<file path="config.mk">
export PLATFORM = sky130hd
export DESIGN_NAME = fifo_pkt_wr_arbiter
export DESIGN_NICKNAME = d
export VERILOG_FILES = /design/src/rtl/fifo_pkt_wr_arbiter.sv
export SDC_FILE = /design/constraint.sdc
export NUM_CORES = 1
export LEC_CHECK = 0
export BUFFER_PORTS_ARGS = -buffer_cell sky130_fd_sc_hd__buf_2
export CAP_MARGIN = 5
export CORE_AREA = 5 5 141 143
export DETAILED_ROUTE_END_ITERATION = 12
export DIE_AREA = 0 0 146 148
export PLACE_DENSITY_LB_ADDON = 0.12
export SLEW_MARGIN = 10
export SYNTH_ARGS = -nofsm -noshare
export SYNTH_HDL_FRONTEND = slang
export SYNTH_SLANG_ARGS = --single-unit
</file>
<file path="constraint.sdc">
create_clock -name clk -period 10.7 [get_ports clk]
set_clock_uncertainty 0.05 [all_clocks]
set_input_delay 1.605 -clock clk [delete_from_list [all_inputs] [get_ports clk]]
set_output_delay 1.605 -clock clk [all_outputs]
set_load 0.1 [all_outputs]
</file>
<file path="src/rtl/fifo_pkt_wr_arbiter.sv">
// Round-robin whole-packet arbiter sharing one FIFO write port among N_REQ sources.
// Optional per-requester completed-packet counters: define FIFO_PKT_ARB_STATS_EN.
module fifo_pkt_wr_arbiter #(
  parameter int N_REQ     = 4,
  parameter int DATA_W    = 64,
  parameter int LEN_W     = 5,
  parameter int DEPTH_LOG = 9
) (
  input  logic                      clk,
  input  logic                      rst,
  input  logic [N_REQ-1:0]          i_req,
  input  logic [N_REQ*LEN_W-1:0]    i_req_len,
  input  logic [N_REQ*DATA_W-1:0]   i_data,
  input  logic [N_REQ-1:0]          i_valid,
  output logic [N_REQ-1:0]          o_ack,
  output logic [N_REQ-1:0]          o_grant,
  output logic                      o_busy,
  output logic [DATA_W-1:0]         o_fifo_wr_data,
  output logic                      o_fifo_wr_en,
`ifdef FIFO_PKT_ARB_STATS_EN
  output logic [N_REQ*16-1:0]       o_pkt_cnt,
`endif
  input  logic                      i_fifo_full,
  input  logic [DEPTH_LOG:0]        i_fifo_words
);

  localparam int IDX_W = $clog2(N_REQ);
  localparam logic [DEPTH_LOG:0] FIFO_DEPTH = {1'b1, {DEPTH_LOG{1'b0}}};

  typedef enum logic [1:0] {
    IDLE = 2'd0,
    XFER = 2'd1,
    GAP  = 2'd2
  } state_t;

  state_t             state_r;
  logic [N_REQ-1:0]   grant_r;
  logic [IDX_W-1:0]   gidx_r;
  logic [IDX_W-1:0]   last_r;
  logic [LEN_W-1:0]   cnt_r;

  logic [IDX_W-1:0]   cand_idx_s;
  logic               cand_found_s;
  logic [LEN_W-1:0]   cand_len_s;
  logic [DEPTH_LOG:0] free_s;
  logic [DEPTH_LOG:0] need_s;
  logic               fits_s;
  logic               wr_en_s;

  // Round-robin candidate search starting just after the last owner, with wrap.
  always_comb begin
    logic [IDX_W:0]   sum_v;
    logic [IDX_W-1:0] idx_v;
    logic             hit_v;
    sum_v        = '0;
    idx_v        = '0;
    hit_v        = 1'b0;
    cand_found_s = 1'b0;
    cand_idx_s   = '0;
    for (int k = 1; k <= N_REQ; k++) begin
      sum_v        = {1'b0, last_r} + (IDX_W+1)'(k);
      idx_v        = (sum_v >= (IDX_W+1)'(N_REQ)) ? IDX_W'(sum_v - (IDX_W+1)'(N_REQ)) : IDX_W'(sum_v);
      hit_v        = ~cand_found_s & i_req[idx_v];
      cand_idx_s   = hit_v ? idx_v : cand_idx_s;
      cand_found_s = cand_found_s | hit_v;
    end
  end

  // Room check: the whole candidate packet must fit in the FIFO before it is granted.
  always_comb begin
    cand_len_s = i_req_len[cand_idx_s*LEN_W +: LEN_W];
    free_s     = FIFO_DEPTH - i_fifo_words;
    need_s     = {{(DEPTH_LOG-LEN_W+1){1'b0}}, cand_len_s} + {{DEPTH_LOG{1'b0}}, 1'b1};
    fits_s     = (need_s <= free_s);
  end

  // Write path follows the registered grant with no added latency; full suppresses a write.
  always_comb begin
    wr_en_s        = (state_r == XFER) & i_valid[gidx_r] & ~i_fifo_full;
    o_fifo_wr_en   = wr_en_s;
    o_ack          = wr_en_s ? grant_r : {N_REQ{1'b0}};
    o_fifo_wr_data = (state_r == XFER) ? i_data[gidx_r*DATA_W +: DATA_W] : {DATA_W{1'b0}};
    o_grant        = grant_r;
    o_busy         = (state_r != IDLE);
  end

  // Arbitration FSM: grant in IDLE, count words in XFER, one settling cycle in GAP.
  always_ff @(posedge clk or posedge rst) begin
    if (rst) begin
      state_r <= IDLE;
      grant_r <= {N_REQ{1'b0}};
      gidx_r  <= {IDX_W{1'b0}};
      last_r  <= IDX_W'(N_REQ - 1);
      cnt_r   <= {LEN_W{1'b0}};
    end else begin
      case (state_r)
        IDLE: begin
          if (cand_found_s && fits_s) begin
            grant_r <= {{(N_REQ-1){1'b0}}, 1'b1} << cand_idx_s;
            gidx_r  <= cand_idx_s;
            last_r  <= cand_idx_s;
            cnt_r   <= cand_len_s;
            state_r <= XFER;
          end else begin
            state_r <= IDLE;
          end
        end
        XFER: begin
          if (wr_en_s) begin
            if (cnt_r == {LEN_W{1'b0}}) begin
              state_r <= GAP;
              grant_r <= {N_REQ{1'b0}};
            end else begin
              cnt_r <= cnt_r - {{(LEN_W-1){1'b0}}, 1'b1};
            end
          end else begin
            state_r <= XFER;
          end
        end
        GAP: begin
          state_r <= IDLE;
        end
        default: begin
          state_r <= IDLE;
          grant_r <= {N_REQ{1'b0}};
        end
      endcase
    end
  end

`ifdef FIFO_PKT_ARB_STATS_EN
  logic [N_REQ*16-1:0] pkt_cnt_r;

  // Completed-packet counters bump on the write of each packet's last word.
  always_ff @(posedge clk or posedge rst) begin
    if (rst) begin
      pkt_cnt_r <= {(N_REQ*16){1'b0}};
    end else if (wr_en_s && (cnt_r == {LEN_W{1'b0}})) begin
      pkt_cnt_r[gidx_r*16 +: 16] <= pkt_cnt_r[gidx_r*16 +: 16] + 16'd1;
    end else begin
      pkt_cnt_r <= pkt_cnt_r;
    end
  end

  assign o_pkt_cnt = pkt_cnt_r;
`endif

endmodule
</file>
# Yosys cells after proc, flatten, opt, wreduce, memory -nomap -nowiden
# Cells that the tools add are included.
# word_totals
regBits,15
inputBits,297
wordCells,90
# classes
addsub,11
multipliers,1
n_lt_le_gt_ge,10
eq_ne,7
shift,3
muxes,32
bitwise,13
n_reduce_logical,8
# op_table
cell,count
$shiftx 256x9->64,1
$mux 64,1
$mux 2,10
$shiftx 20x6->5,1
$mux 4,4
$lt 2x3->1 const B,5
$mux 5,3
$ge 3x3->1 const B,4
$pmux 4 s3,1
$bmux 1 s2,5
$le 6x10->1,1
$pmux 5 s2,1
$sub 10x10->10 const A,1
$reduce_and 4->1,2
$sub 2x1->2 const B,4
$add 2x2->3 const B,2
$add 5x1->6 const B,1
$mux 1,6
$ne 2x2->1 const B,3
$and 1x1->1,5
$logic_not 5->1,1
$mul 2x3->5 const B,1
$not 1->1,5
$sub 5x1->5 const B,1
13 further kinds,16

# Depth between registers and ports, before layout
# Gate-level depths: netlist of the first run.
# logic_depth
depth_word,21
ltp_mapped,14

# Worst setup path after synthesis of the first run
# OpenSTA, ideal clock, no wires.
# synth_path
kind,input -> register
startpoint,in i_req[0]
endpoint,reg grant_r[0] (netlist: o_grant[0])
setup_time_ps,126
arrival_time_ps,4821
t_required_ps,10524
path_slack_ps,5703
cell_stages,14
path_buffers,1
cell_sequence,o21a_1 -> a211oi_2 -> buf_2 -> mux2i_1 -> mux2i_1 -> ha_1 -> nand3_1 -> xnor2_1 -> ha_1 -> nand4_1 -> o221a_2 -> nor3_1 -> a2bb2oi_2 -> mux2_2
# synth_between
elab_chain_cells,18
# synth_rtl
item,line,source
start: declaration,11,"input logic [N_REQ-1:0] i_req,"
$bmux 1 s2,63,hit_v = ~cand_found_s & i_req[idx_v];
$mux 1 (not written as such),63,
$not 1->1,63,
$and 1x1->1,63,
$or 1x1->1,65,cand_found_s = cand_found_s | hit_v;
$not 1->1,63,
$and 1x1->1,63,
$or 1x1->1,65,
[... 2 more ...],n/a,
$mux 2,64,cand_idx_s = hit_v ? idx_v : cand_idx_s;
$mul 2x3->5,71,cand_len_s = i_req_len[cand_idx_s*LEN_W +: LEN_W];
$shiftx 20x6->5,71,
$add 5x1->6,73,"need_s = {{(DEPTH_LOG-LEN_W+1){1'b0}}, cand_len_s} + {{DEPTH_LOG{1'b0}}, 1'b1};"
$le 6x10->1,74,fits_s = (need_s <= free_s);
$logic_and 1x1->1,98,if (cand_found_s && fits_s) begin
$ne 2x2->1 (no line),n/a,
$reduce_and 4->1 (no line),n/a,
end signal: assignment,91,grant_r <= {N_REQ{1'b0}};
end signal: assignment,99,"grant_r <= {{(N_REQ-1){1'b0}}, 1'b1} << cand_idx_s;"
end signal: assignment,112,grant_r <= {N_REQ{1'b0}};
end: declaration,37,logic [N_REQ-1:0] grant_r;
# Parallel ways exist; a longest one is shown, timed or not. The select of a mux whose other input is x is not followed.
# A chain may end at the register's enable or synchronous reset.

# Worst setup path in the final report of the first run
# layout_path
startpoint,in i_req[0]
endpoint,reg grant_r[3] (netlist: o_grant[3])
# The elaborated chain is that of the path after synthesis.

==> reports/results.ini, run 1 <==
[status]
run_status=finished clean

[finish]
fin_util_pct=30.0
fill_cells=2029
layout-drive-gt1-share_pct=69.5
area_growth_pct=64.0
final_nets=971

[clock_network]
cts_sinks=15
path_clk_slew_ns=0.05
cts_tree=built
cts_buffer_depth=2
worstSkewPairLatency_ns=0.24
cts_setup_buffers=0
cts_buffers=3
cts_root_buffer=clkbuf_16
cts_resized=0
h-tree-depth=1
cts_hold_buf=0

[placed_design]
pre_cts_ws_ns=4.71
io_buffer_count=370
dp_hpwl_mm=17.1
place_congestion=0.844

[synth]
yosys-top-cells-area=mux4_2 (43%), and2_1 (12%), dfrtp_1 (9.6%), mux2i_1 (4.7%), ha_1 (3.7%)
synthCells=311
ys_seq_elements=15
yosys_warnings=0
synth_top_area_share_pct=43.3
synthTopCellsByCount=and2_1 (65), mux4_2 (65), nand2_1 (17)
synth_edf_count=0
synth_flop_cell=dfrtp_1
async_reset_ff_share_pct=100
synth_area_leader_cell=mux4_2
syn_area_per_cell_um2=10.9
syn_nets=618
synthesis.area_um2=3380
yosysSeqAreaShare_pct=11.2
synth.distinct_cells=45

[floorplanning]
rows=50
initial_core_util_pct=18.3
die-area_um2=21600
core_um2=18500
die_w_um=146
ios=371
dieHeight_um=148

[timing]
hold_slack_ns=0.438
tightest_slew_ns=1.16
hold_violations=0
fin_setup_tns_ns=0
finalCritPeriodShare_pct=53.0
rsz0062_at_grt=false
layout_min_cycle_time_ns=5.67
worst_slack_ns=5.03
setup_viol=0
fmax_ghz=0.176
slew_headroom_pct=22.3
finalMaxSlewViolations=0

[grt]
grt_pass1_wl_mm=28.6
grt_max_degree=48
overflow=0
grt_use_total_pct=17.0
antenna_found_initial=4
grt_pass1_vias=4579

[routing]
met1_length_mm=7.49
met2_length_mm=9.58
via_count=4184
vias_per_cell=4.66
drt_drc_violations_left=0
topRoutingLayerUsed=met5
drtIter0Drc=141
avgRoutedWirePerCell_um=21.6
drtPass1Iterations=4
routed-wl-met3_mm=2.01
postRouteAntennaNets=0
wirelength_mm=19.4

[critical_path]
required_ns=10.78
cpPeakStageDelay_ns=0.96
endpoint_kind=flop
cp_max_fo=14
startpoint_type=input pin
crit_slowest_cell=a211oi_2
arrival_ns=5.75
crit_type=input pin to flop
path_cells=buf_2, o21a_1, a211oi_2, mux2i_1, mux2i_1, ha_1, nand3_1, xnor2_1, ha_1, nand4_1, o221a_2, nor3_1, a2bb2oi_2, mux2_2

[flow_run]
maxCapViolCount=0

[min_path]
hp-class=flop to flop

[metrics by stage]
step,std cells,cell area [µm²]
after floorplan,311,3380
after global placement,893,5460
after detailed placement,893,5460
after CTS,897,5540
after global routing,898,5540
final,898,5540
[worst max-delay path, delay by kind of cell]
kind	cells	cell delay [ns]
muxes	3	0.96
AOI/OAI and AO/OA	4	1.77
adders and majority gates	2	0.59
buffers and inverters	1	0.12
xor gates and xnor gates	1	0.16
and+or+nand+nor	3	0.54
[layout by cell type (no fill, tap or decap), types with 2 or more instances in the layout]
master,count
nand4_1,2
and2_1,65
mux4_2,65
inv_1,8
mux2_2,4
nand2_1,17
o2bb2a_4,3
a21oi_1,9
clkbuf_16,3
o21ai_0,5
buf_2,370
o21a_1,3
xor2_1,3
and3_1,4
nor3b_1,3
nand2b_1,6
xnor2_1,3
nor2b_1,3
buf_4,3
or4_1,2
dfstp_2,2
dfrtp_1,11
mux2i_1,16
nor3_1,3
nor4_1,2
ha_1,10
nor2_1,12
nand3_1,4
or2_2,2
[flip-flops by register name, summed over array words and instances, names as in the netlist]
register  flops
cnt_r         5
gidx_r        2
last_r        2
o_grant       4
state_r       2
[per-layer routing]
metal / up-vias / global-route usage, %
met5: - / 0
met4: 6 / 2.40
met3: 22 / 6.84
met2: 215 / 29.8
met1: 2028 / 20.1
li1: 1913 / -
[final timing paths]
path | startpoint | end | slack, ns | cells after the start
min in group asynchronous | rst | o_grant[3] | 1.38 | 2
max in group asynchronous | rst | gidx_r[0] | 8.76 | 2
max | i_req[0] | o_grant[3] | 5.03 | 14
min reg2reg | last_r[0] | last_r[0] | 0.44 | 2
min | last_r[0] | last_r[0] | 0.44 | 2
max reg2reg | last_r[1] | o_grant[3] | 6.10 | 13
[cell families (layout without fill, tap and decap cells)]
family,after synthesis,count (layout),synth area share [%]
xor gates and xnor gates,6,6,1.56
muxes,85,85,49.4
adders and majority gates,10,10,3.71
buffers and inverters,33,385,3.85
AOI/OAI and AO/OA,32,32,8.19
DFF,15,15,11.2
other,0,1,0
and+or+nand+nor,130,130,22.1
[area by class of cell]
| type | count | area (µm²) | share of cell area, % |
|---|---|---|---|
| tap | 234 | 293 | 5.29 |
| inverter | 8 | 30.0 | 0.542 |
| sequential | 15 | 383 | 6.91 |
| antenna | 1 | 2.50 | 0.0452 |
| multi-input combinational | 263 | 2880 | 51.9 |
| timing repair buffer | 373 | 1870 | 33.8 |
| clock inverter | 1 | 5.00 | 0.0904 |
| clock buffer | 3 | 75.1 | 1.36 |
Power of run 1 is not shown: default switching activity piles up to over one toggle a cycle in this logic, so the estimate is an artifact.
==> inputs of run 2 (changes only) <==
Clock period 10.7 ns to 5.9 ns, I/O delays scaled along.
==> reports/results.ini, run 2 (synthesis results as in run 1) <==
[critical_path]
startpoint_type=input pin
crit_type=input pin to flop
endpoint_kind=flop
arrival_ns=4.45  ; -1.30 ns
path_cells=buf_2, o21a_1, a211oi_2, buf_4, mux2i_1, mux2i_1, ha_1, nand3_1, xnor2_1, ha_1, nand4_1, o221a_2, nor3_1, a2bb2oi_2, mux2_2
crit_slowest_cell=mux2i_1
cpPeakStageDelay_ns=0.40  ; -0.56 ns
rr_worst_depth=13  ; unchanged
cp_max_fo=14  ; unchanged
required_ns=5.97  ; -4.81 ns

[clock_network]
cts_buffers=3  ; unchanged
cts_root_buffer=clkbuf_16
cts_setup_buffers=0  ; unchanged
cts_hold_buf=0  ; unchanged
cts_buffer_depth=2  ; unchanged
cts_sinks=15  ; unchanged
worstSkewPairLatency_ns=0.24  ; about the same
h-tree-depth=1  ; unchanged
cts_resized=0  ; unchanged
cts_tree=built
path_clk_slew_ns=0.05  ; about the same

[routing]
drtIter0Drc=139  ; -1.4%
postRouteAntennaNets=0  ; unchanged
avgRoutedWirePerCell_um=21.6  ; about the same
vias_per_cell=4.64  ; -0.31%
topRoutingLayerUsed=met5
drtPass1Iterations=4  ; unchanged
routed-wl-met3_mm=2.04  ; +1.4%
wirelength_mm=19.5  ; +0.28%
met2_length_mm=9.73  ; +1.6%
met1_length_mm=7.40  ; -1.2%
via_count=4185  ; +0.024%
drt_drc_violations_left=0  ; unchanged

[finish]
fill_cells=2024  ; -0.25%
final_cell_mix=buf_2 (370), mux4_2 (65), and2_1 (65)
area_growth_pct=64.4
layout_commonest_cell=buf_2
top_register=cnt_r
final_cells=901  ; +0.33%
largest_register_ff_count=5  ; unchanged
multi_input_area_um2=2880  ; unchanged
final_nets=972  ; +0.10%
fin_area_um2=5550  ; +0.20%
seqCellArea_um2=383  ; unchanged
layout-drive-gt1-share_pct=69.4  ; -0.10 points

[placed_design]
dpl-instance-area_um2=5460  ; +0.14%
dp_hpwl_mm=17.1  ; about the same
placed_cells=894  ; +0.11%
io_buffer_count=370  ; unchanged
place_congestion=0.885  ; +4.8%
pre_cts_ws_ns=1.26  ; -3.46 ns

[timing]
finalMaxSlewViolations=0  ; unchanged
fmax_ghz=0.229
worst_slack_ns=1.52  ; -3.50 ns
fin_setup_tns_ns=0  ; unchanged
finalCritPeriodShare_pct=74.2
tightest_slew_ns=1.08  ; -0.0883 ns
slew_headroom_pct=28.3  ; +6.0 points
rsz0062_at_grt=false
hold_violations=0  ; unchanged
setup_viol=0  ; unchanged
layout_min_cycle_time_ns=4.38

[floorplanning]
core_um2=18500  ; unchanged
initial_core_util_pct=18.3  ; unchanged
rows=50  ; unchanged
dieHeight_um=148  ; unchanged
die_w_um=146  ; unchanged
ios=371  ; unchanged
die-area_um2=21600  ; unchanged

[status]
run_status=finished clean

[flow_run]
maxCapViolCount=0  ; unchanged

[grt]
overflow=0  ; unchanged
grt_max_degree=54  ; +13%
grt_pass1_wl_mm=28.4  ; -0.68%
grt_pass1_vias=4516  ; -1.4%
grt_use_total_pct=17.0  ; about the same
antenna_found_initial=7  ; +3

[min_path]
hp-class=flop to flop
min_path_cells=2  ; unchanged

[run 2: cell count changes in the layout (fill, tap and decap cells not counted)]
cell | previous run | this run
buf_4 | 3 | 4
clkbuf_1 | 0 | 1
clkinv_2 | 1 | 0
diode_2 | 1 | 3
[run 2: layout make-up]
| class | instances | area share [%] |
|---|---|---|
| tap | 234 | 5.28 |
| clock buffer | 4 | 1.42 |
| antenna | 3 | 0.135 |
| timing repair buffer | 374 | 33.9 |
| inverter | 8 | 0.541 |
| multi-input combinational | 263 | 51.8 |
| sequential | 15 | 6.90 |
[run 2: per-stage QoR]
step / util, % / hold WS (ns)
finish: 30.1 / 0.433
global route: 30.1 / 0.480
CTS: 30.0 / 0.432
detailed placement: 29.6 / 0.424
global placement: 29.6 / 0.417
floorplan: - / 0.398
[run 2: critical path: cells and delay by family]
family	cells	cell delay (ns)
mux	3	0.86
buf+inv	2	0.38
fa+ha+maj	2	0.61
compound gates	4	1.00
xor+xnor	1	0.16
simple gates	3	0.54
[run 2: worst paths after layout]
check | endpoint | slack, ns | from
min in group asynchronous | o_grant[2] | 0.66 | rst
max | o_grant[1] | 1.52 | i_req[1]
max in group asynchronous | gidx_r[0] | 4.69 | rst
min reg2reg | last_r[0] | 0.43 | last_r[0]
min | last_r[0] | 0.43 | last_r[0]
max reg2reg | o_grant[1] | 1.73 | last_r[0]
[run 2: routing by layer]
layer / up-vias / global-route usage, %
met5: - / 0
met4: 8 / 2.40
met3: 26 / 6.90
met2: 209 / 30.2
met1: 2021 / 19.7
li1: 1921 / -
Power of run 2 is left out for the same reason.
